[src/rtl/fetch_module.sv]
// Instruction-fetch stage for the pipelined LC-3b: owns the fetch PC, talks to
// instruction memory with a read/resp handshake, and feeds decode through an
// output register plus a one-entry skid buffer.
module fetch_module #(
  parameter logic [15:0] RESET_PC = 16'h0000
) (
  input  logic        clk,
  input  logic        reset_n,
  input  logic        branch_enable,
  input  logic [15:0] br_adder_out,
  input  logic        stall,
  output logic        imem_read,
  output logic [15:0] imem_address,
  input  logic        imem_resp,
  input  logic [15:0] imem_rdata,
  output logic        if_valid,
  output logic [15:0] if_ir,
  output logic [15:0] if_pc,
  output logic [1:0]  dbg_state
);

  // Handshakes:
  //   memory: a request is open while imem_read=1; imem_address is held until the
  //           cycle imem_resp=1, and an open request is never withdrawn or re-aimed.
  //   decode: the word in if_ir/if_pc is taken on any cycle with if_valid && !stall.
  typedef enum logic [1:0] {
    S_START = 2'd0,
    S_FETCH = 2'd1,
    S_WAIT  = 2'd2,
    S_DRAIN = 2'd3
  } state_e;

  state_e      state_q, state_d;
  logic [15:0] pc_q, pc_d;
  logic [15:0] req_addr_q, req_addr_d;
  logic        out_valid_q, out_valid_d;
  logic [15:0] out_ir_q, out_ir_d;
  logic [15:0] out_pc_q, out_pc_d;
  logic        skid_valid_q, skid_valid_d;
  logic [15:0] skid_ir_q, skid_ir_d;
  logic [15:0] skid_pc_q, skid_pc_d;
  logic [15:0] next_addr;

  // if_pc is the fetch address + 2, which is also the next sequential fetch.
  assign next_addr = req_addr_q + 16'd2;

  always_ff @(posedge clk or negedge reset_n) begin
    if (!reset_n) begin
      state_q      <= S_START;
      pc_q         <= RESET_PC;
      req_addr_q   <= RESET_PC;
      out_valid_q  <= 1'b0;
      out_ir_q     <= 16'h0000;
      out_pc_q     <= 16'h0000;
      skid_valid_q <= 1'b0;
      skid_ir_q    <= 16'h0000;
      skid_pc_q    <= 16'h0000;
    end else begin
      state_q      <= state_d;
      pc_q         <= pc_d;
      req_addr_q   <= req_addr_d;
      out_valid_q  <= out_valid_d;
      out_ir_q     <= out_ir_d;
      out_pc_q     <= out_pc_d;
      skid_valid_q <= skid_valid_d;
      skid_ir_q    <= skid_ir_d;
      skid_pc_q    <= skid_pc_d;
    end
  end

  always_comb begin
    state_d      = state_q;
    pc_d         = pc_q;
    req_addr_d   = req_addr_q;
    out_valid_d  = out_valid_q;
    out_ir_d     = out_ir_q;
    out_pc_d     = out_pc_q;
    skid_valid_d = skid_valid_q;
    skid_ir_d    = skid_ir_q;
    skid_pc_d    = skid_pc_q;
    imem_read    = 1'b0;

    if (out_valid_q && !stall) out_valid_d = 1'b0;

    case (state_q)
      S_START: begin
        state_d    = S_FETCH;
        req_addr_d = pc_q;
        if (branch_enable) begin
          pc_d       = br_adder_out;
          req_addr_d = br_adder_out;
        end
      end
      S_FETCH: begin
        imem_read = 1'b1;
        if (branch_enable) begin
          pc_d = br_adder_out;
          if (imem_resp) req_addr_d = br_adder_out;
          else           state_d    = S_DRAIN;
        end else if (imem_resp) begin
          pc_d = next_addr;
          if (!out_valid_q || !stall) begin
            out_valid_d = 1'b1;
            out_ir_d    = imem_rdata;
            out_pc_d    = next_addr;
            req_addr_d  = next_addr;
          end else begin
            // Decode is blocked: park the word and stop requesting until it drains.
            skid_valid_d = 1'b1;
            skid_ir_d    = imem_rdata;
            skid_pc_d    = next_addr;
            state_d      = S_WAIT;
          end
        end
      end
      S_WAIT: begin
        if (branch_enable) begin
          skid_valid_d = 1'b0;
          pc_d         = br_adder_out;
          req_addr_d   = br_adder_out;
          state_d      = S_FETCH;
        end else if (!stall) begin
          out_valid_d  = skid_valid_q;
          out_ir_d     = skid_ir_q;
          out_pc_d     = skid_pc_q;
          skid_valid_d = 1'b0;
          req_addr_d   = pc_q;
          state_d      = S_FETCH;
        end
      end
      S_DRAIN: begin
        // The old request stays on the bus until memory answers; its data is dropped.
        imem_read = 1'b1;
        if (branch_enable) pc_d = br_adder_out;
        if (imem_resp) begin
          req_addr_d = branch_enable ? br_adder_out : pc_q;
          state_d    = S_FETCH;
        end
      end
      default: state_d = S_START;
    endcase

    if (branch_enable) out_valid_d = 1'b0;
  end

  assign imem_address = req_addr_q;
  assign if_valid     = out_valid_q;
  assign if_ir        = out_ir_q;
  assign if_pc        = out_pc_q;
  assign dbg_state    = state_q;

endmodule

[config.mk]
export PLATFORM = sky130hd
export DESIGN_NAME = fetch_module
export DESIGN_NICKNAME = d
export VERILOG_FILES = /design/src/rtl/fetch_module.sv
export SDC_FILE = /design/constraint.sdc
export NUM_CORES = 1
export LEC_CHECK = 0
export ABC_AREA = 1
export BUFFER_PORTS_ARGS = -buffer_cell sky130_fd_sc_hd__buf_4
export CAP_MARGIN = 10
export CORE_MARGIN = 2
export CORE_UTILIZATION = 35
export DETAILED_ROUTE_END_ITERATION = 6
export PLACE_DENSITY = 0.62
export SLEW_MARGIN = 0
export SYNTH_ARGS = -nofsm -noshare
export SYNTH_HDL_FRONTEND = slang
export SYNTH_SLANG_ARGS = --single-unit
[constraint.sdc]
create_clock -name clk -period 1.8 [get_ports clk]
set_input_delay 0.09 -clock clk [delete_from_list [all_inputs] [get_ports clk]]
set_output_delay 0.09 -clock clk [all_outputs]
set_load 0.01 [all_outputs]
* Yosys cells after proc, flatten, opt, wreduce, memory -nomap -nowiden
Cells that the tools add are included.
Storage, ports and cells: output and inout port bits 52, register bits 100
Cells by class: multiplexer cells 43, bitwise gates (word level) 2, $add $sub $neg 1, reduce and logical (&&, ||, !) cells 13, equality and inequality tests 15
Operators by type and width (number):
- 16-bit two-way mux | 18
- 16-bit one-hot mux with 2 select lines | 3
- 16-bit one-hot mux with 4 select lines | 1
- 16-bit by 2-bit adder with 16-bit output (second input constant) | 1
- 3-bit != test (second input constant) | 5
- 2-bit two-way mux | 7
- 2-bit != test (second input constant) | 7
- 1-bit two-way mux | 11
- 5-bit AND reduction | 2
- 2-bit one-hot mux with 4 select lines | 1
- 4-bit AND reduction | 2
- 6-bit AND reduction | 1
- 2-bit equality test (second input constant) | 2
- 1-bit one-hot mux with 2 select lines | 2
- 3-bit OR reduction | 1
- 2-bit by 1-bit equality test with 1-bit output (second input constant) | 1
- 1-bit logical NOT | 2
- 2-bit logical NOT | 1
- 1-bit inverter | 2
- 2-bit nonzero test | 1
- 2-bit OR reduction | 1
- 1-bit logical AND | 1
- 1-bit logical OR | 1

* Logic depth before layout (Yosys ltp)
depth after elaboration 7, mapped depth 12

* Worst setup path before layout
OpenSTA, ideal clock, no wires.
path type flip-flop to flip-flop, from register state_q[0] (netlist: dbg_state[0]), to register req_addr_q[13] (netlist: imem_address[13]), data arrival time 1.613 ns, setup time 0.117 ns, cell stages (with the launch flop) 13, setup slack 0.071 ns, cell sequence dfrtp_1 inv_1 ha_1 buf_2 nand2_1 inv_1 nand2_1 o21ai_1 nor2_4 inv_2 buf_4 nand2_1 nand2_1
On the way: cells in the longest elaborated chain, start to end 3
Ends and longest elaborated chain:
- start, declared | line 33 | state_e state_q, state_d;
- start signal, assigned | line 59 | state_q <= state_d;
- 2-bit by 1-bit equality test with 1-bit output / 2-bit equality test (equally long branches) | line 85 | case (state_q)
- 3-bit != test (no source line) / 2-bit != test (equally long branches)
- 4-bit AND reduction (no source line)
- end signal, assigned | line 61 | req_addr_q <= req_addr_d;
- end, declared | line 35 | logic [15:0] req_addr_q, req_addr_d;
Several ways; a longest one is shown, not always the timed one. A chain may end at the register's enable or synchronous reset.

* Worst setup path after layout
from register state_q[1] (netlist: dbg_state[1]), to register req_addr_q[9] (netlist: imem_address[9])
The elaborated chain is that of the path after synthesis.

==> results.py <==
metrics = {
    "run_status": {
        "run_status": "completed",
    },
    "sta": {
        "highest_attainable_clock_frequency_ghz": 0.5939,
        "post-route-period-util": 0.9355,
        "tightestPinTransition_ps": 415.8,
        "slew_headroom": 0.7228,
        "final_period_minus_worst_setup_slack_ps": 1684,
        "post_route_skew_ps": 7.173,
        "timing.final.max_slew_violations": 0,
        "finalSetupViolCount": 0,
        "timing.final.hold_violations": 0,
        "rsz_0062_raised_after_global_routing": "yes",
    },
    "finish": {
        "layout-area-overhead-vs-synth_pct": 31.80,
        "layout_common_cells": "nand2_1 (258), buf_4 (110), dfrtp_1 (98)",
        "nFillCells": 1362,
        "finalCoreUtilization": 0.4699,
        "regArea_um2": 2505,
        "antenna-diode-count": 0,
        "layout_commonest_cell": "nand2_1",
        "multi_input_area_um2": 2220,
        "num-nets-final": 763,
        "final_layout_size_suffix_gt1_frac": 0.2510,
    },
    "critical_path": {
        "crit_slowest_cell": "dfrtp_2",
        "worstSetupEndpointType": "flip-flop",
        "cp_cell_sequence": "buf_4 -> ha_4 -> nand2_1 -> inv_1 -> nand2_1 -> o21ai_1 -> nor2_4 -> buf_4 -> nand2_1 -> nand2_1",
        "worst-path-max-fanout": 14,
        "critical_path_required_ps": 2090,
        "critical_path_class": "flip-flop to flip-flop",
        "crit_path_frequent_cell": "nand2_1",
        "critPathArrivalTime_ps": 1970,
        "critPathLaunchType": "flip-flop",
        "worst_path_largest_cell_delay_ps": 420,
    },
    "clock_tree": {
        "ctsLongestPathBuffers": 2,
        "clock_latency_ps": 350,
        "clock-root-buffer": "clkbuf_16",
        "htreeDepth": 3,
        "cts-buffers-inserted": 9,
        "tritoncts": "yes",
        "clock_sinks": 100,
        "clkTransAtPathRegs_ps": 60,
    },
    "die": {
        "num_rows": 43,
        "core_area_um2": 13770,
        "initial_utilization": 0.3566,
        "die_width_um": 122.5,
        "die-area_um2": 15000,
        "die_h_um": 122.5,
        "number_of_primary_i_o_pins": 89,
    },
    "global_route": {
        "grt_pass1_vias": 4229,
        "total_overflow_reported_by_the_global_router": 0,
        "grt_pass1_wl_um": 20850,
        "track_usage": 0.1797,
        "grt_max_degree": 48,
        "antenna_found_initial": 0,
    },
    "pwr": {
        "vdd_ir_drop_max_uv": 692.9,
        "power_per_cell_area_nw_per_um2": 1674,
        "cellLeakagePower_nw": 3.354,
        "design_power_total_mw": 10.83,
    },
    "route": {
        "drt-vias-per-instance": 4.808,
        "totalWireLength_um": 13000,
        "routed-via-count": 4351,
        "post_dr_wirelength_cell_um": 14.37,
        "drtPass1Iterations": 5,
        "drt_iter0_markers": 306,
        "detail-route-antenna-nets": 0,
        "route.detailed.drc": 0,
    },
    "logic_synthesis": {
        "number_of_cells_produced_by_synthesis": 605,
        "synthesis_warnings": 0,
        "yosysUniqueCellTypes": 31,
        "post-synth-top-area-cell": "dfrtp_1",
        "synthesized_netlist_net_count": 646,
        "synthesis.area_um2": 4911,
        "synth_seq_cells": 100,
        "netlist_top_cells_area": "dfrtp_1 (51%), nand2_1 (20%), nor2_1 (5.5%)",
        "syn_area_per_cell_um2": 8.117,
        "synth_top_cell_area_share": 0.5096,
        "seq_area_frac_synth": 0.5096,
    },
    "placement": {
        "dp_hpwl_um": 8860,
        "final_weighted_congestion_of_routability_driven_global_placement": 0.8773,
        "place.port_buffers": 88,
    },
    "job": {
        "cap_viol_max_count": 0,
    },
    "worst_hold_path": {
        "worstHoldPathType": "input port to flip-flop",
    },
}
==> kinds of logic after synthesis <==
| group | synth area share |
|---|---|
| simple gates | 0.2843 |
| flops | 0.5096 |
| compound gates | 0.1274 |
| buf+inv | 0.05605 |
| xor+xnor | 0.01248 |
| fa+ha+maj | 0.01019 |
==> final timing paths <==
kind	from	endpoint	slack (ps)	cells past startpoint
setup / recovery	dbg_state[1]	imem_address[9]	120	10
hold / removal	br_adder_out[3]	pc_q[3]	90	5
setup reg to reg	dbg_state[1]	imem_address[9]	120	10
hold reg to reg	skid_ir_q[12]	skid_ir_q[12]	470	2
max in group asynchronous	reset_n	imem_address[6]	880	3
min in group asynchronous	reset_n	if_ir[2]	210	2
==> registers in the layout (all words and copies together), names as in the netlist <==
name,count
imem_address,16
dbg_state,2
if_pc,16
skid_ir_q,16
if_ir,16
pc_q,16
if_valid,1
skid_valid_q,1
skid_pc_q,16
==> cell usage after synthesis, drive strengths merged <==
library cell / n
nand2: 261
dfrtp: 100
nor2: 74
inv: 27
a21oi: 24
buf: 20
o31ai: 20
nand3: 18
o21ai: 13
a22oi: 10
clkbuf: 8
o211ai: 5
xor2: 5
a31oi: 4
ha: 4
nand4: 3
a21boi: 2
nor3: 2
o21bai: 2
xnor2: 2
a211oi: 1
==> layout make-up <==
class,instances,area share
Clock inverter,3,0.006186
Multi-Input combinational cell,450,0.3429
Timing Repair Buffer,134,0.1763
Sequential cell,100,0.3870
Tap cell,180,0.03480
Inverter,27,0.01682
Clock buffer,11,0.03596
==> where the power goes <==
| part | leakage [nW] | internal [mW] | switching (mW) |
|---|---|---|---|
| sequential | 1.26 | 3.21 | 0.702 |
| clock | 0.135 | 1.06 | 0.800 |
| combinational | 1.96 | 2.25 | 2.82 |
| total | 3.35 | 6.52 | 4.32 |
==> worst max-delay path, delay by kind of cell (launching register included) <==
family                     cells  cell delay [ps]
and+or+nand+nor                5              470
AOI/OAI and AO/OA              1              140
buffers and inverters          3              440
DFF                            1              420
adders and majority gates      1              160
==> repair_timing <==
| action | in CTS | in global routing |
|---|---|---|
| setup endpoints to repair | 15 | 73 |
| hold buffers | 17 | 0 |
| gates cloned | 0 | 2 |
| setup buffers | 0 | 4 |
| hold endpoints to repair | 43 | 0 |
| resized for setup | 2 | 25 |
| pin swaps | 0 | 4 |
==> routing by layer <==
metal | up-vias | share of wire | global-route usage
li1 | 2169 | - | -
met1 | 2048 | 0.45 | 0.2376
met2 | 118 | 0.48 | 0.2889
met3 | 16 | 0.059 | 0.05019
met4 | 0 | 0.012 | 0.05101
met5 | - | 0 | 0
==> metrics by stage <==
| stage | TNS [ps] | setup slack, ps | instance area [µm²] | instances | hold slack (ps) |
|---|---|---|---|---|---|
| finish | 0 | 116.2 | 6472 | 905 | 85.78 |
| global route | -72.13 | -33.02 | 6472 | 905 | 126.4 |
| CTS | 0 | 27.97 | 6294 | 899 | 70.13 |
| detailed placement | -125.2 | -30.96 | 5846 | 868 | 56.42 |
| global placement | 0 | 83.37 | 5846 | 868 | 47.50 |
| floorplan | 0 | 70.68 | 4911 | 605 | -205.6 |
Note: power is estimated with default switching activity, not from simulation.
